--- src/rtl/float_pkg.sv ---
// Shared sequencer state encoding and IEEE-754 single-precision constants.
// Used by the accumulator and by sibling tops that drive the same cores.
package float_pkg;

  typedef enum logic [2:0] {
    IDLE      = 3'd0,
    WAIT_IN   = 3'd1,
    FUNC_WAIT = 3'd2,
    ADD_WAIT  = 3'd3,
    FINISH    = 3'd4
  } state_t;

  localparam logic [31:0] FP_ZERO = 32'h0000_0000;
  localparam logic [31:0] FP_QNAN = 32'h7FC0_0000;
  localparam logic [31:0] FP_HALF = 32'h3F00_0000;
  localparam logic [31:0] FP_128  = 32'h4300_0000;

endpackage

--- src/rtl/core_watchdog.sv ---
// Per-wait cycle counter: cleared on entry to a core wait, counts while enabled and
// flags expiry on the TIMEOUT-th waiting cycle. TIMEOUT = 0 never expires.
module core_watchdog #(
  parameter int TIMEOUT = 1024
) (
  input  logic i_clk,
  input  logic i_rst,
  input  logic i_clr,
  input  logic i_en,
  output logic o_expired
);

  localparam int W = (TIMEOUT > 1) ? $clog2(TIMEOUT) : 1;
  localparam logic [W-1:0] LIMIT = (TIMEOUT > 0) ? W'(TIMEOUT - 1) : '0;

  logic [W-1:0] r_cnt;

  always_ff @(posedge i_clk or posedge i_rst) begin
    if (i_rst) begin
      r_cnt <= '0;
    end else if (i_clr) begin
      r_cnt <= '0;
    end else if (i_en && (r_cnt != LIMIT)) begin
      r_cnt <= r_cnt + W'(1);
    end
  end

  assign o_expired = (TIMEOUT != 0) && i_en && (r_cnt == LIMIT);

endmodule

--- src/rtl/func_accumulator.sv ---
// Streams up to MAX_N samples through an external function core and sums the results
// with an external adder; one sample accepted per WAIT_IN visit, each core wait is watchdogged.
module func_accumulator
  import float_pkg::*;
#(
  parameter int DATA_W  = 32,
  parameter int MAX_N   = 16,
  parameter int CNT_W   = $clog2(MAX_N + 1),
  parameter int TIMEOUT = 1024
) (
  input  logic              clk,
  input  logic              reset,
  input  logic              start,
  input  logic [CNT_W-1:0]  count,
  input  logic [DATA_W-1:0] in_data,
  input  logic              in_valid,
  output logic              in_ready,
  output logic              func_start,
  output logic [DATA_W-1:0] func_data,
  input  logic [DATA_W-1:0] func_result,
  input  logic              func_done,
  output logic              add_start,
  output logic [DATA_W-1:0] add_dataa,
  output logic [DATA_W-1:0] add_datab,
  input  logic [DATA_W-1:0] add_result,
  input  logic              add_done,
  output logic [DATA_W-1:0] result,
  output logic              done,
  output logic              busy,
  output logic              error
);

  state_t            r_state;
  logic [CNT_W-1:0]  r_count;
  logic [CNT_W-1:0]  r_idx;
  logic [DATA_W-1:0] r_acc;
  logic [DATA_W-1:0] r_result;
  logic [DATA_W-1:0] r_func_data;
  logic [DATA_W-1:0] r_add_dataa;
  logic [DATA_W-1:0] r_add_datab;
  logic              r_done;
  logic              r_error;
  logic              r_busy;
  logic              r_in_ready;
  logic              r_func_start;
  logic              r_add_start;

  logic [CNT_W-1:0]  w_count_clamp;
  logic              w_last;
  logic              w_wd_clr;
  logic              w_wd_en;
  logic              w_wd_expired;

  assign w_count_clamp = (count > CNT_W'(MAX_N)) ? CNT_W'(MAX_N) : count;
  assign w_last        = (r_idx + CNT_W'(1)) == r_count;
  assign w_wd_en       = (r_state == FUNC_WAIT) || (r_state == ADD_WAIT);
  // Clear on the edges that enter a wait state, so the first waiting cycle sees zero.
  assign w_wd_clr      = ((r_state == WAIT_IN) && in_valid) ||
                         ((r_state == FUNC_WAIT) && func_done && (r_idx != '0));

  core_watchdog #(.TIMEOUT(TIMEOUT)) u_wd (
    .i_clk     (clk),
    .i_rst     (reset),
    .i_clr     (w_wd_clr),
    .i_en      (w_wd_en),
    .o_expired (w_wd_expired)
  );

  always_ff @(posedge clk or posedge reset) begin
    if (reset) begin
      r_state      <= IDLE;
      r_count      <= '0;
      r_idx        <= '0;
      r_acc        <= '0;
      r_result     <= '0;
      r_func_data  <= '0;
      r_add_dataa  <= '0;
      r_add_datab  <= '0;
      r_done       <= 1'b0;
      r_error      <= 1'b0;
      r_busy       <= 1'b0;
      r_in_ready   <= 1'b0;
      r_func_start <= 1'b0;
      r_add_start  <= 1'b0;
    end else begin
      r_done <= 1'b0;
      case (r_state)
        IDLE: begin
          if (start) begin
            r_count <= w_count_clamp;
            r_idx   <= '0;
            r_error <= 1'b0;
            r_busy  <= 1'b1;
            if (w_count_clamp == '0) begin
              r_acc    <= FP_ZERO;
              r_result <= FP_ZERO;
              r_done   <= 1'b1;
              r_state  <= FINISH;
            end else begin
              r_in_ready <= 1'b1;
              r_state    <= WAIT_IN;
            end
          end
        end
        WAIT_IN: begin
          if (in_valid) begin
            r_func_data  <= in_data;
            r_in_ready   <= 1'b0;
            r_func_start <= 1'b1;
            r_state      <= FUNC_WAIT;
          end
        end
        FUNC_WAIT: begin
          if (func_done) begin
            r_func_start <= 1'b0;
            if (r_idx == '0) begin
              // First element seeds the accumulator directly; no add is needed.
              r_acc <= func_result;
              r_idx <= r_idx + CNT_W'(1);
              if (w_last) begin
                r_result <= func_result;
                r_done   <= 1'b1;
                r_state  <= FINISH;
              end else begin
                r_in_ready <= 1'b1;
                r_state    <= WAIT_IN;
              end
            end else begin
              r_add_dataa <= r_acc;
              r_add_datab <= func_result;
              r_add_start <= 1'b1;
              r_state     <= ADD_WAIT;
            end
          end else if (w_wd_expired) begin
            r_func_start <= 1'b0;
            r_error      <= 1'b1;
            r_result     <= FP_QNAN;
            r_done       <= 1'b1;
            r_busy       <= 1'b0;
            r_state      <= IDLE;
          end
        end
        ADD_WAIT: begin
          if (add_done) begin
            r_add_start <= 1'b0;
            r_acc       <= add_result;
            r_idx       <= r_idx + CNT_W'(1);
            if (w_last) begin
              r_result <= add_result;
              r_done   <= 1'b1;
              r_state  <= FINISH;
            end else begin
              r_in_ready <= 1'b1;
              r_state    <= WAIT_IN;
            end
          end else if (w_wd_expired) begin
            r_add_start <= 1'b0;
            r_error     <= 1'b1;
            r_result    <= FP_QNAN;
            r_done      <= 1'b1;
            r_busy      <= 1'b0;
            r_state     <= IDLE;
          end
        end
        FINISH: begin
          r_busy  <= 1'b0;
          r_state <= IDLE;
        end
        default: r_state <= IDLE;
      endcase
    end
  end

  assign in_ready   = r_in_ready;
  assign func_start = r_func_start;
  assign func_data  = r_func_data;
  assign add_start  = r_add_start;
  assign add_dataa  = r_add_dataa;
  assign add_datab  = r_add_datab;
  assign result     = r_result;
  assign done       = r_done;
  assign busy       = r_busy;
  assign error      = r_error;

endmodule

--- config.mk ---
export PLATFORM = sky130hd
export DESIGN_NAME = func_accumulator
export DESIGN_NICKNAME = d
export VERILOG_FILES = /design/src/rtl/float_pkg.sv /design/src/rtl/core_watchdog.sv /design/src/rtl/func_accumulator.sv
export SDC_FILE = /design/constraint.sdc
export NUM_CORES = 1
export LEC_CHECK = 0
export CAP_MARGIN = 5
export CORE_ASPECT_RATIO = 1.1
export CORE_MARGIN = 4
export CORE_UTILIZATION = 52
export CTS_CLUSTER_SIZE = 28
export DETAILED_ROUTE_END_ITERATION = 7
export PLACE_DENSITY = 0.83
export REMOVE_ABC_BUFFERS = 1
export SETUP_SLACK_MARGIN = 0.05
export SLEW_MARGIN = 20
export SYNTH_ARGS = -nofsm -noshare
export SYNTH_HDL_FRONTEND = slang
export SYNTH_SLANG_ARGS = --single-unit
--- constraint.sdc ---
create_clock -name clk -period 13.75 [get_ports clk]
set_input_delay 1.375 -clock clk [delete_from_list [all_inputs] [get_ports clk]]
set_output_delay 1.375 -clock clk [all_outputs]
set_load 0.02 [all_outputs]
==> results.md, run 1 <==
* Run status: completed
* Pin count of the biggest net entering global routing at 141
* # nets final at 1020
* Leakage at 0.00506 µW
* Synthesized instance count at 691
* Switching portion of total power at 39.3%
* Final Hold Violating Endpoints at 0
* Cell type group with the largest total delay on the critical path: simple AND/OR/NAND/NOR gates
* Internal Dissipation at 1630 µW
* Yosys top cell area share at 55.8%
* Number of enable-type register cells in the synthesized netlist at 0
* Top area cells in the synthesized netlist: dfrtp_1, mux2_2, nand2_1
* Total Power at 2680 µW
* Wire length after detailed routing at 22700 µm
* Clock-pin slew on the worst setup and hold paths at 0.07 ns
* Flip-flop and latch area at 4730 µm²
* Count of buffers inserted at the top-level ports at 240
* Setup skew after layout at 0.0111 ns
* Kind of end point of the critical path: flip-flop
* Antenna-violating nets left at 0
* Antenna violations before repair at 0
* Residual DRC at 0
* Final Max Slew Viols at 0
* Number of warnings issued by yosys at 0
* Predominant post-synthesis flop cell: dfrtp_1
* Summed instance area of the synthesized netlist at 8480 µm²
* Residual overflow from global routing at 0
* Share of power burned in combinational logic at 47.4%
* Gp weighted congestion at 0.832
* Detailed placement HPWL at 15300 µm
* Number of buffers inserted by hold repair at cts at 0
* Final routed wire length divided by cell count at 20.3 µm
* Library cell used as clock root buffer: clkbuf_16
* Peak per-stage delay on the critical path at 0.67 ns
* Number of inserted filler cells in the final layout at 1081
* Core region area at 15900 µm²
* Actual transition at the worst max-transition pin at 1.13 ns
* List of cells traversed by the critical path: clkdlybuf4s50_1 -> and4bb_2 -> nand2_4 -> and3_4 -> o311ai_4 -> buf_4 -> a21o_1
* Final sum of negative setup slack at 0 ns
* Register area share after synthesis at 55.8%
* Total number of vias at 6432
* Clock tree from TritonCTS: yes
* Drt first pass iters at 5
* Tot GR Track Use at 24.9%
* Number of distinct library cells after synthesis at 64
* CTS H-tree lvls at 4
* Via count of the first global-routing pass at 6530
* Standard-cell row count at 48
* Starting utilization of the core area at 53.5%
* Portion of the clock cycle consumed by the worst path in the final layout at 27.7%
* Vias per std cell at 5.73
* Worst-case headroom to the max-slew limit at 24.4%
* Number of storage elements in the synthesis netlist at 189
* Cell type with the largest total area after synthesis: dfrtp_1
* TritonCTS Sinks at 189
* Met3 WL post-DR at 1920 µm
* Power density over cell area at 232 nW/µm²
* I/O pin count at 241
* Net switching power of the design at 1050 µW
* CP Class: primary input to flip-flop
* DR iter-0 viols at 565
* Category of the worst setup path launch point: primary input
* Asr flop ratio synth at 100%
* Vertical die dimension at 142 µm
* Width of the die at 130 µm
* Clock network fraction of total power at 18.3%
* Hold/Removal Path Class: flip-flop to flip-flop
* Multi-input combinational cell area at 3490 µm²
* Per-instance average area after synthesis at 12.3 µm²
* Worst path buffer plus inverter count at 2
* Worst-path fanout max at 70
* Met1 Routed Length at 8760 µm
* Critical path's slowest cell: nand2_4
* Maximum clock frequency at 263 MHz
* Tmin final at 3.80 ns
* Post-CTS setup-driven buffer insertion count at 0
* Peak supply drop at 0.119 mV
* Total length of routed met2 wires at 11600 µm
* Number of CTS-inserted buffers at 17
* Worst skew pair latency at 0.44 ns
* RSZ-0062 raised after global routing: false
* Antenna cell count at 0
* # setup viols final at 0
* Critical path data arrival time at 4.13 ns
* Worst-case clock buffer depth at 2
* Die Area at 18400 µm²
* Worst path required time at 14.08 ns
* Number of max-cap violations at 0
* Area added between synthesis and finish at 36.0%
* Wire length of the first global-routing pass at 36000 µm
* # resized after CTS at 0
* Top metal layer carrying routed signals: met4
* Sequential share of power at 34.3%
* Share of final-layout standard cells stronger than drive strength 1 at 19.4%
## power groups by stage
| stage | Combinational (µW) | Sequential, µW | Clock [µW] |
|---|---|---|---|
| finish | 1270 | 919 | 491 |
| global route | 1360 | 948 | 522 |
| CTS | 1280 | 920 | 499 |
| detailed placement | 1270 | 926 | 0 |
| global placement | 1250 | 916 | 0 |
| floorplan | 544 | 1090 | 0 |
## final timing paths
path | start | end | slack [ns] | cells after the start
worst max-delay path | func_done | result[15] | 9.95 | 7
worst min-delay path | r_acc[14] | r_acc[14] | 0.47 | 2
worst max register to register | r_state[0] | result[15] | 10.29 | 6
worst min register to register | r_acc[14] | r_acc[14] | 0.47 | 2
max in group asynchronous | reset | r_acc[1] | 10.98 | 3
min in group asynchronous | reset | func_data[25] | 1.55 | 2
## Yosys cell counts, types with 10 or more instances
master / count
mux2_2: 97
a22oi_1: 13
nand3_1: 31
o31ai_1: 18
a22o_1: 19
dfrtp_1: 189
nor2_1: 17
o2bb2ai_2: 19
clkbuf_1: 23
o21ai_0: 18
nor3_1: 15
nand2_1: 76
buf_2: 14
a21oi_1: 14
mux2i_1: 10
## worst min-delay path, stage by stage (launching register included)
cell,delay (ns)
dfrtp_1,0.34
nand2_1,0.05
nand2_1,0.05
## metal layers
| metal | vias to the layer above | GRT usage [%] |
|---|---|---|
| met5 | - | 0 |
| met4 | 0 | 7.49 |
| met3 | 26 | 7.73 |
| met2 | 261 | 41.5 |
| met1 | 3197 | 31.4 |
| li1 | 2948 | - |
## registers in the layout (all words and copies together), names as in the netlist
signal	cells
r_state	3
func_start	1
add_start	1
u_wd.r_cnt	10
in_ready	1
r_idx	5
error	1
result	32
func_data	32
busy	1
add_dataa	32
done	1
r_count	5
r_acc	32
add_datab	32
## cells in the final DEF, fill, tap and decap left out, drive strengths merged, types with 3 or more instances in the layout
cell type      count
xor2               9
clkdlybuf4s50    240
mux2i             11
xnor2              4
inv               11
mux2              97
o311ai             3
a21oi             14
nor4               8
nor2b              4
a22o              19
o2bb2ai           19
buf                6
clkbuf            18
clkinv             6
and3               3
nor3              17
dfrtp            189
a211oi             3
o21ai             26
a31oi              3
and2               4
o21a               3
nor2              18
nand3             34
ha                 3
nand2             77
a22oi             13
nand4              6
a21o               5
o31ai             18
nand2b             9
## layout make-up
type / count / area share [%]
clock inverters: 13 / 1.20
clock buffers: 18 / 3.81
repair buffers: 246 / 21.2
flip-flops and latches: 189 / 41.0
multi-input cells: 448 / 30.3
inverters: 8 / 0.325
well taps: 200 / 2.17
## per-stage QoR
step	cells	instance area (µm²)	setup WS (ns)	hold WS (ns)	util, %
2_1_floorplan	645	8240	7.23	0.443	-
3_3_place_gp	1091	11000	9.48	0.455	69.1
3_5_place_dp	1091	11000	9.43	0.460	69.1
4_1_cts	1122	11500	9.89	0.477	72.8
5_1_grt	1122	11500	9.77	0.496	72.8
6_report	1122	11500	9.95	0.473	72.8
## kinds of logic (layout without fill, tap and decap cells)
logic type	Yosys count	after routing	share of synthesized area (%)
AOI/OAI and AO/OA	136	136	13.7
muxes	108	108	14.2
buffers and inverters	54	285	3.22
and+or+nand+nor	188	188	11.4
xor gates and xnor gates	13	13	1.34
adders and majority gates	3	3	0.443
DFF	189	189	55.8
No activity file was read; power rests on OpenSTA's default activity.
==> run 2: changes to the inputs <==
- CORE_UTILIZATION: 52 -> 43
- PLACE_DENSITY: 0.83 -> 0.73
- clock period: 13.75 -> 3.41 ns (I/O delays scaled with it)
==> run 2 against run 1 <==
  * Critical path depth did not move
  * Clock power grew to 4.0 times the previous value
  * Wire length up 0.15%
  * Register-to-register slack lost 9.6 ns
  * Sequential share of layout area is 0.64 points lower
  * Sequential power grew to 4.0 times the previous value
  * Clock skew up 0.0025 ns
  * Via count down 2.4%
  * Total power grew to 4.1 times the previous value
  * Non-clock buffer count rose by 10
  * Critical path type is now flip-flop to flip-flop
  * Critical endpoint is now result[13]
==> results.md, run 2 (synthesized netlist as in run 1, its figures left out) <==
* CTS H-tree lvls at 4 (unchanged)
* FF-to-FF Start: r_idx[0] (was r_state[0])
* Critical path data arrival time at 3.05 ns (was 4.13 ns)
* Setup skew after layout at 0.0135 ns (was 0.0111 ns)
* # resized after CTS at 0 (unchanged)
* Power density over cell area at 928 nW/µm² (was 232 nW/µm²)
* Flip-flop and latch area at 4730 µm² (unchanged)
* Vias per std cell at 5.32 (was 5.73)
* Reg2Reg Capture Point: result[13] (was result[15])
* I/O pin count at 241 (unchanged)
* Core region area at 19200 µm² (was 15900 µm²)
* Residual overflow from global routing at 0 (unchanged)
* Met1 Routed Length at 9460 µm (was 8760 µm)
* Residual DRC at 0 (unchanged)
* Portion of the clock cycle consumed by the worst path in the final layout at 78.9%
* Number of max-cap violations at 0 (unchanged)
* Peak supply drop at 0.465 mV (was 0.119 mV)
* Library cell used as clock root buffer: clkbuf_16 (unchanged)
* Worst-case clock buffer depth at 2 (unchanged)
* Worst skew pair latency at 0.43 ns (was 0.44 ns)
* Width of the die at 142 µm (was 130 µm)
* Number of CTS-inserted buffers at 17 (unchanged)
* Most frequent cells in the layout: clkdlybuf4s50_1, dfrtp_1, mux2_2, nand2_1, nand3_1 (unchanged)
* Total length of routed met2 wires at 11300 µm (was 11600 µm)
* Wire length after detailed routing at 22800 µm (was 22700 µm)
* Run status: completed (unchanged)
* Detailed placement HPWL at 15700 µm (was 15300 µm)
* Reg2Reg Depth at 7 (was 6)
* Actual transition at the worst max-transition pin at 0.729 ns (was 1.13 ns)
* Starting utilization of the core area at 44.1% (was 53.5%)
* # setup viols final at 0 (unchanged)
* Pin count of the biggest net entering global routing at 104 (was 141)
* Count of buffers inserted at the top-level ports at 240 (unchanged)
* Tmin final at 2.69 ns
* # nets final at 1030 (was 1020)
* Clock-pin slew on the worst setup and hold paths at 0.08 ns (was 0.07 ns)
* Category of the worst setup path launch point: flip-flop (was primary input)
* Worst-path fanout max at 17 (was 70)
* Hold/Removal Path Class: primary input to asynchronous set/reset pin (was flip-flop to flip-flop)
* Share of final-layout standard cells stronger than drive strength 1 at 20.2% (was 19.4%)
* Leakage at 0.00513 µW (was 0.00506 µW)
* Gp weighted congestion at 0.779 (was 0.832)
* Final sum of negative setup slack at 0 ns (unchanged)
* Total number of vias at 6277 (was 6432)
* Final Max Slew Viols at 0 (unchanged)
* Top metal layer carrying routed signals: met4 (unchanged)
* Multi-input combinational cell area at 3490 µm² (about the same)
* Standard-cell row count at 53 (was 48)
* Clock tree from TritonCTS: yes (unchanged)
* Area added between synthesis and finish at 38.2% (was 36.0%)
* Most common cell after layout, fill and taps aside: clkdlybuf4s50_1 (unchanged)
* Maximum clock frequency at 372 MHz
* Register-to-register setup slack at 0.72 ns (was 10.29 ns)
* Number of buffers inserted by hold repair at cts at 0 (unchanged)
* TritonCTS Sinks at 189 (unchanged)
* Kind of end point of the critical path: flip-flop (unchanged)
* Via count of the first global-routing pass at 6398 (was 6530)
* RSZ-0062 raised after global routing: false (unchanged)
* Tot GR Track Use at 20.5% (was 24.9%)
* Antenna-violating nets left at 0 (unchanged)
* Antenna cell count at 0 (unchanged)
* Final routed wire length divided by cell count at 19.3 µm (was 20.3 µm)
* Final Hold Violating Endpoints at 0 (unchanged)
* Met3 WL post-DR at 1780 µm (was 1920 µm)
* CP Class: flip-flop to flip-flop (was primary input to flip-flop)
* Worst-case headroom to the max-slew limit at 51.4% (was 24.4%)
* Post-CTS setup-driven buffer insertion count at 0 (unchanged)
* DR iter-0 viols at 304 (was 565)
* Antenna violations before repair at 0 (unchanged)
* Number of inserted filler cells in the final layout at 1580 (was 1081)
* Drt first pass iters at 4 (was 5)
* Total Power at 10900 µW (was 2680 µW)
* Wire length of the first global-routing pass at 35500 µm (was 36000 µm)
* Worst path required time at 3.77 ns (was 14.08 ns)
* Final-layout worst hold slack at 0.416 ns (was 0.473 ns)
* Vertical die dimension at 155 µm (was 142 µm)
* Die Area at 22000 µm² (was 18400 µm²)
[run 2: cell count changes in the layout (fill, tap and decap cells not counted)]
cell        previous run  this run
clkinv_8               0         4
clkinv_2               4         0
inv_12                 0         1
buf_4                  6        13
inv_6                  3         4
inv_8                  1         4
nand2b_2               1         0
bufinv_16              2         0
clkbuf_8               1         0
clkinvlp_4             2         0
buf_12                 0         3
nand2b_1               8         9
[run 2: layer usage]
metal  track usage, %  vias up
li1                 -     2972
met1             25.8     3103
met2             33.9      183
met3             6.79       19
met4             5.76        0
met5                0        -
[run 2: worst max path at each step]
stage / start / endpoint / slack (ns) / cells past startpoint
global route: r_idx[0] / result[14] / 0.63 / 7
floorplan: reset / add_dataa[0] / -2.07 / 1
CTS: r_idx[0] / result[21] / 0.72 / 7
detailed placement: r_idx[0] / result[13] / 0.75 / 7
finish: r_idx[0] / result[13] / 0.72 / 7
global placement: r_idx[0] / result[21] / 0.80 / 7
[run 2: layout make-up]
| class | count | area share, % |
|---|---|---|
| clock buffer | 17 | 3.63 |
| multi-input combinational | 448 | 29.8 |
| timing repair buffer | 256 | 21.8 |
| clock inverter | 14 | 1.43 |
| tap | 247 | 2.64 |
| sequential | 189 | 40.4 |
| inverter | 8 | 0.320 |
[run 2: worst max-delay path, stage by stage, from the launching register on]
cell and delay, ns:
dfrtp_1 0.45, ha_1 0.31, nor3b_1 0.17, o21a_1 0.21, o311a_4 0.48, o311ai_4 0.62
buf_12 0.26, o2bb2ai_2 0.11
[run 2: stage by stage]
step	utilization, %	cell area [µm²]	cells	setup slack, ns
6_report	60.9	11700	1179	0.719
5_1_grt	60.9	11700	1179	0.627
4_1_cts	60.9	11700	1179	0.715
3_5_place_dp	57.9	11100	1148	0.752
3_3_place_gp	57.9	11100	1148	0.796
2_1_floorplan	-	8240	645	-2.07
[run 2: power breakdown]
group          leakage [µW]  internal [µW]  total, µW  switching (µW)
sequential          0.00245           3110       3670             560
clock              0.000289            991       1980             988
combinational       0.00239           2410       5220            2800
